**src/rtl/frame_dump_sequencer_if.sv**
```systemverilog
// Buffer read port and byte-UART write port of the frame dump sequencer.
// master: the sequencer side; slave: the frame buffer / UART side.
interface frame_dump_sequencer_if #(
    parameter int X_BITS = 6,
    parameter int Y_BITS = 5
);
    logic [X_BITS-1:0] read_x_o;
    logic [Y_BITS-1:0] read_y_o;
    logic [31:0]       read_q_i;
    logic [7:0]        uart_dat_o;
    logic              uart_wr_o;
    logic              uart_busy_i;

    modport master (
        output read_x_o,
        output read_y_o,
        input  read_q_i,
        output uart_dat_o,
        output uart_wr_o,
        input  uart_busy_i
    );

    modport slave (
        input  read_x_o,
        input  read_y_o,
        output read_q_i,
        input  uart_dat_o,
        input  uart_wr_o,
        output uart_busy_i
    );
endinterface

```
**src/rtl/frame_dump_sequencer.sv**
```systemverilog
// Streams the downsample frame buffer to a byte UART, one 32-bit word as 4 bytes MSB first.
// Optional macro FRAME_DUMP_HEADER_EN prefixes each dump with A5 5A <frame counter>.
module frame_dump_sequencer #(
    parameter int WIDTH        = 40,
    parameter int HEIGHT       = 30,
    parameter int X_BITS       = 6,
    parameter int Y_BITS       = 5,
    parameter int HOLDOFF_BITS = 13,
    parameter int READ_LAT     = 1
) (
    input  logic                   sys_clk_i,
    input  logic                   sys_rst_i,
    input  logic                   start_i,
    input  logic                   frame_sync_i,
    frame_dump_sequencer_if.master bus,
    output logic                   armed_o,
    output logic                   busy_o,
    output logic                   done_o
);
    localparam int LAT_BITS = (READ_LAT > 1) ? $clog2(READ_LAT) : 1;
    localparam logic [X_BITS-1:0]   X_LAST   = X_BITS'(WIDTH - 1);
    localparam logic [Y_BITS-1:0]   Y_LAST   = Y_BITS'(HEIGHT - 1);
    localparam logic [LAT_BITS-1:0] LAT_LAST = LAT_BITS'(READ_LAT - 1);

    typedef enum logic [2:0] {
        ST_IDLE    = 3'd0,
        ST_ARMED   = 3'd1,
        ST_FETCH   = 3'd2,
        ST_WAIT_RD = 3'd3,
        ST_SEND    = 3'd4,
        ST_DONE    = 3'd5
`ifdef FRAME_DUMP_HEADER_EN
        , ST_HDR   = 3'd6
`endif
    } state_t;

    state_t                  state_r, state_next_s;
    logic [X_BITS-1:0]       x_r;
    logic [Y_BITS-1:0]       y_r;
    logic [1:0]              lane_r;
    logic [31:0]             word_r;
    logic [LAT_BITS-1:0]     lat_r;
    logic [HOLDOFF_BITS-1:0] hold_r, hold_next_s;
    logic [7:0]              uart_dat_r, tx_byte_s;
    logic                    uart_wr_r, armed_r, busy_r, done_r;
    logic                    send_ok_s, strobe_s, last_word_s, lat_done_s;
`ifdef FRAME_DUMP_HEADER_EN
    logic [1:0]              hdr_idx_r;
    logic [7:0]              frame_cnt_r;

    function automatic logic [7:0] hdr_byte(input logic [1:0] idx, input logic [7:0] cnt);
        case (idx)
            2'd0:    hdr_byte = 8'hA5;
            2'd1:    hdr_byte = 8'h5A;
            default: hdr_byte = cnt;
        endcase
    endfunction
`endif

    function automatic logic [7:0] byte_sel(input logic [31:0] word, input logic [1:0] lane);
        case (lane)
            2'd0:    byte_sel = word[31:24];
            2'd1:    byte_sel = word[23:16];
            2'd2:    byte_sel = word[15:8];
            default: byte_sel = word[7:0];
        endcase
    endfunction

    // Holdoff: the strobe launches on the same edge the counter saturates, so the gap is exactly 2**HOLDOFF_BITS-1 idle cycles.
    always_comb begin
        hold_next_s = hold_r;
        if (bus.uart_busy_i) begin
            hold_next_s = {HOLDOFF_BITS{1'b0}};
        end else if (&hold_r) begin
            hold_next_s = hold_r;
        end else begin
            hold_next_s = hold_r + HOLDOFF_BITS'(1);
        end
    end

    assign send_ok_s   = (&hold_next_s) && !bus.uart_busy_i && !uart_wr_r;
    assign last_word_s = (x_r == X_LAST) && (y_r == Y_LAST);
    assign lat_done_s  = (lat_r == LAT_LAST);

    // Next-state and strobe decode.
    always_comb begin
        state_next_s = state_r;
        strobe_s     = 1'b0;
        tx_byte_s    = 8'h00;
        case (state_r)
            ST_IDLE: begin
                if (start_i) state_next_s = ST_ARMED;
                else         state_next_s = ST_IDLE;
            end
            ST_ARMED: begin
`ifdef FRAME_DUMP_HEADER_EN
                if (frame_sync_i) state_next_s = ST_HDR;
`else
                if (frame_sync_i) state_next_s = ST_FETCH;
`endif
                else              state_next_s = ST_ARMED;
            end
`ifdef FRAME_DUMP_HEADER_EN
            ST_HDR: begin
                if (send_ok_s) begin
                    strobe_s  = 1'b1;
                    tx_byte_s = hdr_byte(hdr_idx_r, frame_cnt_r);
                    if (hdr_idx_r == 2'd2) state_next_s = ST_FETCH;
                    else                   state_next_s = ST_HDR;
                end else begin
                    state_next_s = ST_HDR;
                end
            end
`endif
            ST_FETCH: state_next_s = ST_WAIT_RD;
            ST_WAIT_RD: begin
                if (lat_done_s) state_next_s = ST_SEND;
                else            state_next_s = ST_WAIT_RD;
            end
            ST_SEND: begin
                if (send_ok_s) begin
                    strobe_s  = 1'b1;
                    tx_byte_s = byte_sel(word_r, lane_r);
                    if (lane_r != 2'd3)   state_next_s = ST_SEND;
                    else if (last_word_s) state_next_s = ST_DONE;
                    else                  state_next_s = ST_FETCH;
                end else begin
                    state_next_s = ST_SEND;
                end
            end
            ST_DONE: state_next_s = ST_IDLE;
            default: state_next_s = ST_IDLE;
        endcase
    end

    // State register.
    always_ff @(posedge sys_clk_i) begin
        if (sys_rst_i) state_r <= ST_IDLE;
        else           state_r <= state_next_s;
    end

    // Datapath: addresses, word latch, holdoff and registered outputs.
    always_ff @(posedge sys_clk_i) begin
        if (sys_rst_i) begin
            x_r        <= {X_BITS{1'b0}};
            y_r        <= {Y_BITS{1'b0}};
            lane_r     <= 2'd0;
            word_r     <= 32'h0000_0000;
            lat_r      <= {LAT_BITS{1'b0}};
            hold_r     <= {HOLDOFF_BITS{1'b0}};
            uart_dat_r <= 8'h00;
            uart_wr_r  <= 1'b0;
            armed_r    <= 1'b0;
            busy_r     <= 1'b0;
            done_r     <= 1'b0;
`ifdef FRAME_DUMP_HEADER_EN
            hdr_idx_r   <= 2'd0;
            frame_cnt_r <= 8'h00;
`endif
        end else begin
            hold_r    <= hold_next_s;
            uart_wr_r <= strobe_s;
            if (strobe_s) uart_dat_r <= tx_byte_s;
            armed_r   <= (state_next_s == ST_ARMED);
            busy_r    <= (state_next_s != ST_IDLE) && (state_next_s != ST_ARMED);
            done_r    <= (state_next_s == ST_DONE);

            if (state_r == ST_ARMED && frame_sync_i) begin
                x_r    <= {X_BITS{1'b0}};
                y_r    <= {Y_BITS{1'b0}};
                lane_r <= 2'd0;
`ifdef FRAME_DUMP_HEADER_EN
                hdr_idx_r <= 2'd0;
`endif
            end

            if (state_r == ST_FETCH) begin
                lat_r <= {LAT_BITS{1'b0}};
            end else if (state_r == ST_WAIT_RD) begin
                lat_r <= lat_r + LAT_BITS'(1);
                if (lat_done_s) begin
                    word_r <= bus.read_q_i;
                    lane_r <= 2'd0;
                end
            end

            // The final word leaves x/y on the last address instead of wrapping.
            if (state_r == ST_SEND && strobe_s) begin
                lane_r <= lane_r + 2'd1;
                if (lane_r == 2'd3 && !last_word_s) begin
                    if (x_r == X_LAST) begin
                        x_r <= {X_BITS{1'b0}};
                        y_r <= y_r + Y_BITS'(1);
                    end else begin
                        x_r <= x_r + X_BITS'(1);
                    end
                end
            end

`ifdef FRAME_DUMP_HEADER_EN
            if (state_r == ST_HDR && strobe_s) hdr_idx_r <= hdr_idx_r + 2'd1;
            if (state_r == ST_DONE)            frame_cnt_r <= frame_cnt_r + 8'd1;
`endif
        end
    end

    assign bus.read_x_o   = x_r;
    assign bus.read_y_o   = y_r;
    assign bus.uart_dat_o = uart_dat_r;
    assign bus.uart_wr_o  = uart_wr_r;
    assign armed_o        = armed_r;
    assign busy_o         = busy_r;
    assign done_o         = done_r;
endmodule

```
**src/flat_wrapper.sv**
```systemverilog
// flat-port wrapper written by rule: the top's interface ports become plain ports
module frame_dump_sequencer_flat 
#(
    parameter int WIDTH        = 40,
    parameter int HEIGHT       = 30,
    parameter int X_BITS       = 6,
    parameter int Y_BITS       = 5,
    parameter int HOLDOFF_BITS = 13,
    parameter int READ_LAT     = 1
)
  (sys_clk_i, sys_rst_i, start_i, frame_sync_i, armed_o, busy_o, done_o, bus_read_x_o, bus_read_y_o, bus_read_q_i, bus_uart_dat_o, bus_uart_wr_o, bus_uart_busy_i);
  frame_dump_sequencer_if #(.X_BITS(X_BITS), .Y_BITS(Y_BITS)) bus_i ();
  input  logic sys_clk_i;
  input  logic sys_rst_i;
  input  logic start_i;
  input  logic frame_sync_i;
  output logic armed_o;
  output logic busy_o;
  output logic done_o;
  output wire logic [$bits(bus_i.read_x_o)-1:0] bus_read_x_o;
  output wire logic [$bits(bus_i.read_y_o)-1:0] bus_read_y_o;
  input wire logic [$bits(bus_i.read_q_i)-1:0] bus_read_q_i;
  output wire logic [$bits(bus_i.uart_dat_o)-1:0] bus_uart_dat_o;
  output wire logic [$bits(bus_i.uart_wr_o)-1:0] bus_uart_wr_o;
  input wire logic [$bits(bus_i.uart_busy_i)-1:0] bus_uart_busy_i;
  assign bus_read_x_o = bus_i.read_x_o;
  assign bus_read_y_o = bus_i.read_y_o;
  assign bus_i.read_q_i = bus_read_q_i;
  assign bus_uart_dat_o = bus_i.uart_dat_o;
  assign bus_uart_wr_o = bus_i.uart_wr_o;
  assign bus_i.uart_busy_i = bus_uart_busy_i;
  frame_dump_sequencer #(.WIDTH(WIDTH), .HEIGHT(HEIGHT), .X_BITS(X_BITS), .Y_BITS(Y_BITS), .HOLDOFF_BITS(HOLDOFF_BITS), .READ_LAT(READ_LAT)) u_core (.sys_clk_i(sys_clk_i), .sys_rst_i(sys_rst_i), .start_i(start_i), .frame_sync_i(frame_sync_i), .bus(bus_i), .armed_o(armed_o), .busy_o(busy_o), .done_o(done_o));
endmodule
```
**config.mk**
```make
export PLATFORM = sky130hd
export DESIGN_NAME = frame_dump_sequencer_flat
export DESIGN_NICKNAME = d
export VERILOG_FILES = /design/src/rtl/frame_dump_sequencer_if.sv /design/src/rtl/frame_dump_sequencer.sv /design/src/flat_wrapper.sv
export SDC_FILE = /design/constraint.sdc
export NUM_CORES = 1
export LEC_CHECK = 0
export ABC_AREA = 1
export BUFFER_PORTS_ARGS = -buffer_cell sky130_fd_sc_hd__buf_4
export CORE_MARGIN = 2
export CORE_UTILIZATION = 49
export CTS_CLUSTER_SIZE = 30
export DETAILED_ROUTE_END_ITERATION = 10
export MAX_ROUTING_LAYER = met4
export PLACE_DENSITY_LB_ADDON = 0.2
export SYNTH_ARGS = -nofsm -noshare
export SYNTH_HDL_FRONTEND = slang
export SYNTH_SLANG_ARGS = --single-unit
```
**constraint.sdc**
```tcl
create_clock -name sys_clk_i -period 1.9 [get_ports sys_clk_i]
set_input_delay 0.57 -clock sys_clk_i [delete_from_list [all_inputs] [get_ports sys_clk_i]]
set_output_delay 0.57 -clock sys_clk_i [all_outputs]
set_load 0.05 [all_outputs]
```
* Yosys cells after proc, flatten, opt, wreduce, memory -nomap -nowiden
Cells that the tools add are included.
Word-level totals: word-level logic and storage cells 76, bits of input ports 37, flip-flop bits (word level) 74, output and inout bits 23
Cells by class: bitwise logic cells 2, muxes and demuxes 27, $add $sub $neg 5, reductions and logical operators 17, equal/unequal tests 13
Operator list (count):
- 2-to-1 mux 13 bit | 2
- AND reduction 13 bit | 2
- 2-to-1 mux 6 bit | 4
- case mux 8 bit (3 select lines) | 1
- 2-to-1 mux 5 bit | 4
- 2-to-1 mux 8 bit | 2
- case mux 3 bit (5 select lines) | 1
- adder 13 x 1 -> 13 bit (second input constant) | 1
- 2-to-1 mux 2 bit | 6
- 2-to-1 mux 3 bit | 4
- logical AND 1 bit | 7
- adder 6 x 1 -> 6 bit (second input constant) | 1
- equality test 3 x 1 -> 1 bit (second input constant) | 2
- equality test 3 x 2 -> 1 bit (second input constant) | 2
- equality test 3 bit (second input constant) | 2
- equality test 6 bit (second input constant) | 1
- adder 5 x 1 -> 5 bit (second input constant) | 1
- equality test 5 bit (second input constant) | 1
- equality test 2 bit (second input constant) | 2
- zero test 1 bit | 3
- zero test 3 bit | 1
- 2-to-1 mux 1 bit | 3
- != test 3 x 1 -> 1 bit (second input constant) | 1
- AND reduction 3 bit | 1
- other kinds (8) | 9

* Logic depth before layout (Yosys ltp)
depth after elaboration 10, gate-level depth with buffers 17, depth with buffers taken out 16

* Least setup slack after synthesis
No wires, ideal clock.
path type register -> register, start point register u_core.x_r[0], in the netlist u_core.bus.read_x_o[0], end point register u_core.y_r[2], in the netlist u_core.bus.read_y_o[2], clock period less this slack 2096 ps, path slack -196 ps, path buffers 1, setup time 71 ps, arrival 2025 ps, data required time 1829 ps, stages on the path, launching flop included 11, cell sequence dfxtp_1 > ha_1 > nand3_1 > inv_1 > nand2_1 > nand2_1 > inv_1 > clkbuf_1 > o21ai_0 > nand4_1 > a21oi_1
On the way: word-level cells in the longest chain between the ends 6, elaborated cells between the ends (all ways) 7, those cells by class eq/ne (1); mux (3); reduce/logical (3)
RTL lines:
- start: declaration | line frame_dump_sequencer.sv:38 | logic [X_BITS-1:0] x_r;
- start signal: assignment | line frame_dump_sequencer.sv:145 | x_r <= {X_BITS{1'b0}};
- start signal: assignment | line frame_dump_sequencer.sv:169 | x_r <= {X_BITS{1'b0}};
- start signal: assignment | line frame_dump_sequencer.sv:192 | x_r <= {X_BITS{1'b0}};
- equality test 6 bit * | line frame_dump_sequencer.sv:82, frame_dump_sequencer.sv:191
- logical AND 1 bit | line frame_dump_sequencer.sv:82 | assign last_word_s = (x_r == X_LAST) && (y_r == Y_LAST);
- zero test 1 bit | line frame_dump_sequencer.sv:190 | if (lane_r == 2'd3 && !last_word_s) begin
- logical AND 1 bit | line frame_dump_sequencer.sv:190
- 2-to-1 mux 5 bit * | line frame_dump_sequencer.sv:190
- 2-to-1 mux 5 bit * | line frame_dump_sequencer.sv:188 | if (state_r == ST_SEND && strobe_s) begin
- end signal: assignment | line frame_dump_sequencer.sv:146 | y_r <= {Y_BITS{1'b0}};
- end signal: assignment | line frame_dump_sequencer.sv:170 | y_r <= {Y_BITS{1'b0}};
- end signal: assignment | line frame_dump_sequencer.sv:193 | y_r <= y_r + Y_BITS'(1);
- end: declaration | line frame_dump_sequencer.sv:39 | logic [Y_BITS-1:0] y_r;
Mark *: on every way between the ends. The rest lies on a longest branch, timed or not. A chain may end at the register's enable or synchronous reset.

* Worst setup path after layout
start point register u_core.hold_r[0], end point register u_core.x_r[3], in the netlist u_core.bus.read_x_o[3]
On the way: word-level cells in the longest chain between the ends 10, elaborated cells between the ends (all ways) 11, those cells by class add/sub (1); mux (5); reduce/logical (5)
RTL lines:
- start: declaration | line frame_dump_sequencer.sv:43 | logic [HOLDOFF_BITS-1:0] hold_r, hold_next_s;
- start signal: assignment | line frame_dump_sequencer.sv:150 | hold_r <= {HOLDOFF_BITS{1'b0}};
- start signal: assignment | line frame_dump_sequencer.sv:161 | hold_r <= hold_next_s;
- adder 13 x 1 -> 13 bit or AND reduction 13 bit (tied branches) | line frame_dump_sequencer.sv:77, frame_dump_sequencer.sv:74
- 2-to-1 mux 13 bit * | line frame_dump_sequencer.sv:74 | end else if (&hold_r) begin
- 2-to-1 mux 13 bit * | line frame_dump_sequencer.sv:72 | if (bus.uart_busy_i) begin
- AND reduction 13 bit * | line frame_dump_sequencer.sv:81 | assign send_ok_s = (&hold_next_s) && !bus.uart_busy_i && !uart_wr_r;
- logical AND 1 bit * (2 in a row) | line frame_dump_sequencer.sv:81
- 2-to-1 mux 1 bit * | line frame_dump_sequencer.sv:121 | if (send_ok_s) begin
- 2-to-1 mux 1 bit * | line frame_dump_sequencer.sv:90 | case (state_r)
- logical AND 1 bit * | line frame_dump_sequencer.sv:188
- 2-to-1 mux 6 bit * | line frame_dump_sequencer.sv:188
- end signal: assignment | line frame_dump_sequencer.sv:145
- end signal: assignment | line frame_dump_sequencer.sv:192
- end signal: assignment | line frame_dump_sequencer.sv:195 | x_r <= x_r + X_BITS'(1);
Marked as above.

==> metrics <==
routed length per instance=14.4 um; hpwl dp=about 7400 um; flop-to-flop setup slack=-0.30 ns; Final Core Density=71.0%; Synth cell types=34; gr usage total=27.2%; core area=7610 sq um; skew final=roughly 0.0075 ns; pre-CTS setup slack=-0.275 ns; Antenna Nets Post-Route=0; GPL Wtd Cong=0.907; hold crit path type=primary input to flop; min-delay src=bus_read_q_i[25]; Root Driver=clkbuf_8; max-slew violations=0; RSZ-0062 raised after global routing=true; multiplexer area fraction after synthesis=0%; most common cell after layout, fill and taps aside=buf_4; row cnt=32; Ant. Diodes=0; Ports=60; initial core utilization=~50%; hold_ws=0.432 ns; area of the mapped netlist=3790 sq um; final worst slack=-0.298 ns; min cycle time layout=approximately 2.2 ns; fin crit share=116%; IO Port Bufs=59; kind of start point of the critical path=flop; die area=8460 sq um; Sinks on Clock Net=74; Max Fclk=0.455 GHz; Synth Instances=562; Vert. Die Dim=92.0 um; CTS Hold Bufs=0; failing checks=negative setup slack; H-tree depth=3; post-route cell area=5400 sq um; via count=4124; Max clock buf depth=2; Worst R2R End=u_core.bus.read_x_o[3]; status=complete, but fails checks; Post-synth ARST share=0%; Worst setup EP type=flop; Hold EP=u_core.word_r[25]; initial antenna violation count=0; Worst Path Required=2.18 ns; most frequent cells in the layout=buf_4 (118), nand2_1 (112), nor2_1 (89), dfxtp_1 (62), o21ai_0 (42); largest net degree at the start of global routing=41; Post-synth EDFFs=0; clock transition at the registers of the reported paths=around 0.08 ns; hold path cells=3; initial DRC count=roughly 280; Worst Path Arrival=2.48 ns; CP Launch Point=u_core.hold_r[0]; Adder-Cell Fraction of Synth Area=slightly below 3%; number of global-route vias before repair=~4000; Worst R2R Start=u_core.hold_r[0]; CTS tree=yes; TritonCTS Buffers=9; Post-layout nets=724; drc violations=0; main combinational cell family by area after synthesis=simple AND/OR/NAND/NOR gates; max cap viols=0; PD cells=~600 nW/um^2; syn avg cell area=6.75 sq um; sequential fraction of the synthesis area=slightly below 40%; maximum vdd drop=approximately 630 uV; Compound-Gate Fraction of Synth Area=roughly 13%; first-pass GRT wire length=17900 um; WL final=11300 um; xor and xnor area share after synthesis=2.08%; Crit Path Max Fanout=4; measured slew at the worst slew-check pin=0.486 ns; Fin. Hold Viols=0; slew margin rel.=67.6%; width of the die=92.0 um; Synth Net Count=~600; clock latency on the worst-skew pair=0.36 ns; area delta synth->final=42.5%; #FFs+latches synth=74; dpl cell area=4730 sq um; WS Path Type=flop to flop; share of layout cells above drive strength 1=34.3%; Post-Synth Simple-Gate Area=35.9%; Via density=5.25; Ys Warns=0; grt ovf=0; # setup viols final=28; Leak=2.39 nW; drt first pass iters=4; Synth Flop Type=dfxtp_1; R2R depth=12
[how the worst max path moves through the flow]
stage	end	slack, ns	depth (start not counted)
2_1_floorplan	u_core.lane_r[0]	-0.02	15
3_3_place_gp	u_core.done_o	-0.21	14
3_5_place_dp	u_core.bus.read_x_o[4]	-0.27	13
4_1_cts	u_core.bus.read_x_o[3]	-0.18	12
5_1_grt	u_core.bus.read_x_o[3]	-0.42	12
6_report	u_core.bus.read_x_o[3]	-0.30	12
[layout make-up]
type,count,area (sq um)
multi-input cells,420,2390
repair buffers,125,982
clock inverters,7,93.8
flip-flops and latches,74,1500
well taps,102,128
clock buffers,9,124
inverters,48,183
fillers,621,2200
[sequential cells by signal (all words and copies together) (netlist names)]
register	cells
u_core.armed_o	1
u_core.bus.read_x_o	6
u_core.bus.read_y_o	5
u_core.bus.uart_dat_o	8
u_core.bus.uart_wr_o	1
u_core.busy_o	1
u_core.done_o	1
u_core.hold_r	13
u_core.lane_r	2
u_core.lat_r	1
u_core.state_r	3
u_core.word_r	32
[critical path, cell delays in order (launching register included)]
cell and delay [ns]:
dfxtp_4 0.37, ha_4 0.16, nand3_4 0.09, nor2_4 0.20, buf_4 0.17, nand3_2 0.10, a21oi_2 0.22, nand3_2 0.13
nor2_4 0.17, nand3_4 0.13, nor2_4 0.17, nand4_1 0.10, o21ai_1 0.10
[logic make-up (layout without fill, tap and decap cells)]
logic type | after synthesis | in the layout
xor+xnor | 9 | 9
compound gates | 88 | 88
buf+inv | 71 | 189
flops | 74 | 74
simple gates | 311 | 314
fa+ha+maj | 9 | 9
[power breakdown]
group | internal (W) | switching, W
Clock | 0.000736 | 0.000627
Sequential | 0.00158 | 0.0000177
Combinational | 0.000112 | 0.000150
[synth_stat cells (5+ instances only)]
cell / instances / share of area (%)
nor2_1: 102 / 10
nand3_2: 5 / 1.3
a21oi_1: 29 / 3.8
o21ai_0: 44 / 5.8
dfxtp_1: 74 / 39
inv_1: 45 / 4.5
clkbuf_1: 17 / 1.7
nand3_1: 35 / 4.6
nor2_2: 5 / 0.83
xor2_1: 5 / 1.2
ha_1: 9 / 3.0
nand4_1: 14 / 2.3
a32oi_1: 8 / 1.8
nand2_1: 134 / 13
[routing by layer]
layer  share of wire [%]  global-route usage, %  vias up
met1                  41                   31.9     1886
li1                    -                      -     2064
met2                  50                   44.4      137
met3                 4.6                   5.34       37
met4                 4.2                   13.9        0
met5                   0                      -        -
[through the flow]
stage	TNS, ns	power [W]	cells
after global routing	-9.47	0.00332	785
after detailed placement	-5.42	0.00187	753
final	-5.64	0.00322	785
after CTS	-3.22	0.00320	785
after global placement	-3.95	0.00186	753
after floorplan	-0.149	0.00174	562
[repair_timing]
item	4_1_cts	5_1_grt
pin swaps	25	25
setup buffers	14	3
gates cloned	2	1
resized for setup	43	46
endpoints found under the setup margin	28	61
No activity file was read; power rests on OpenSTA's default activity.
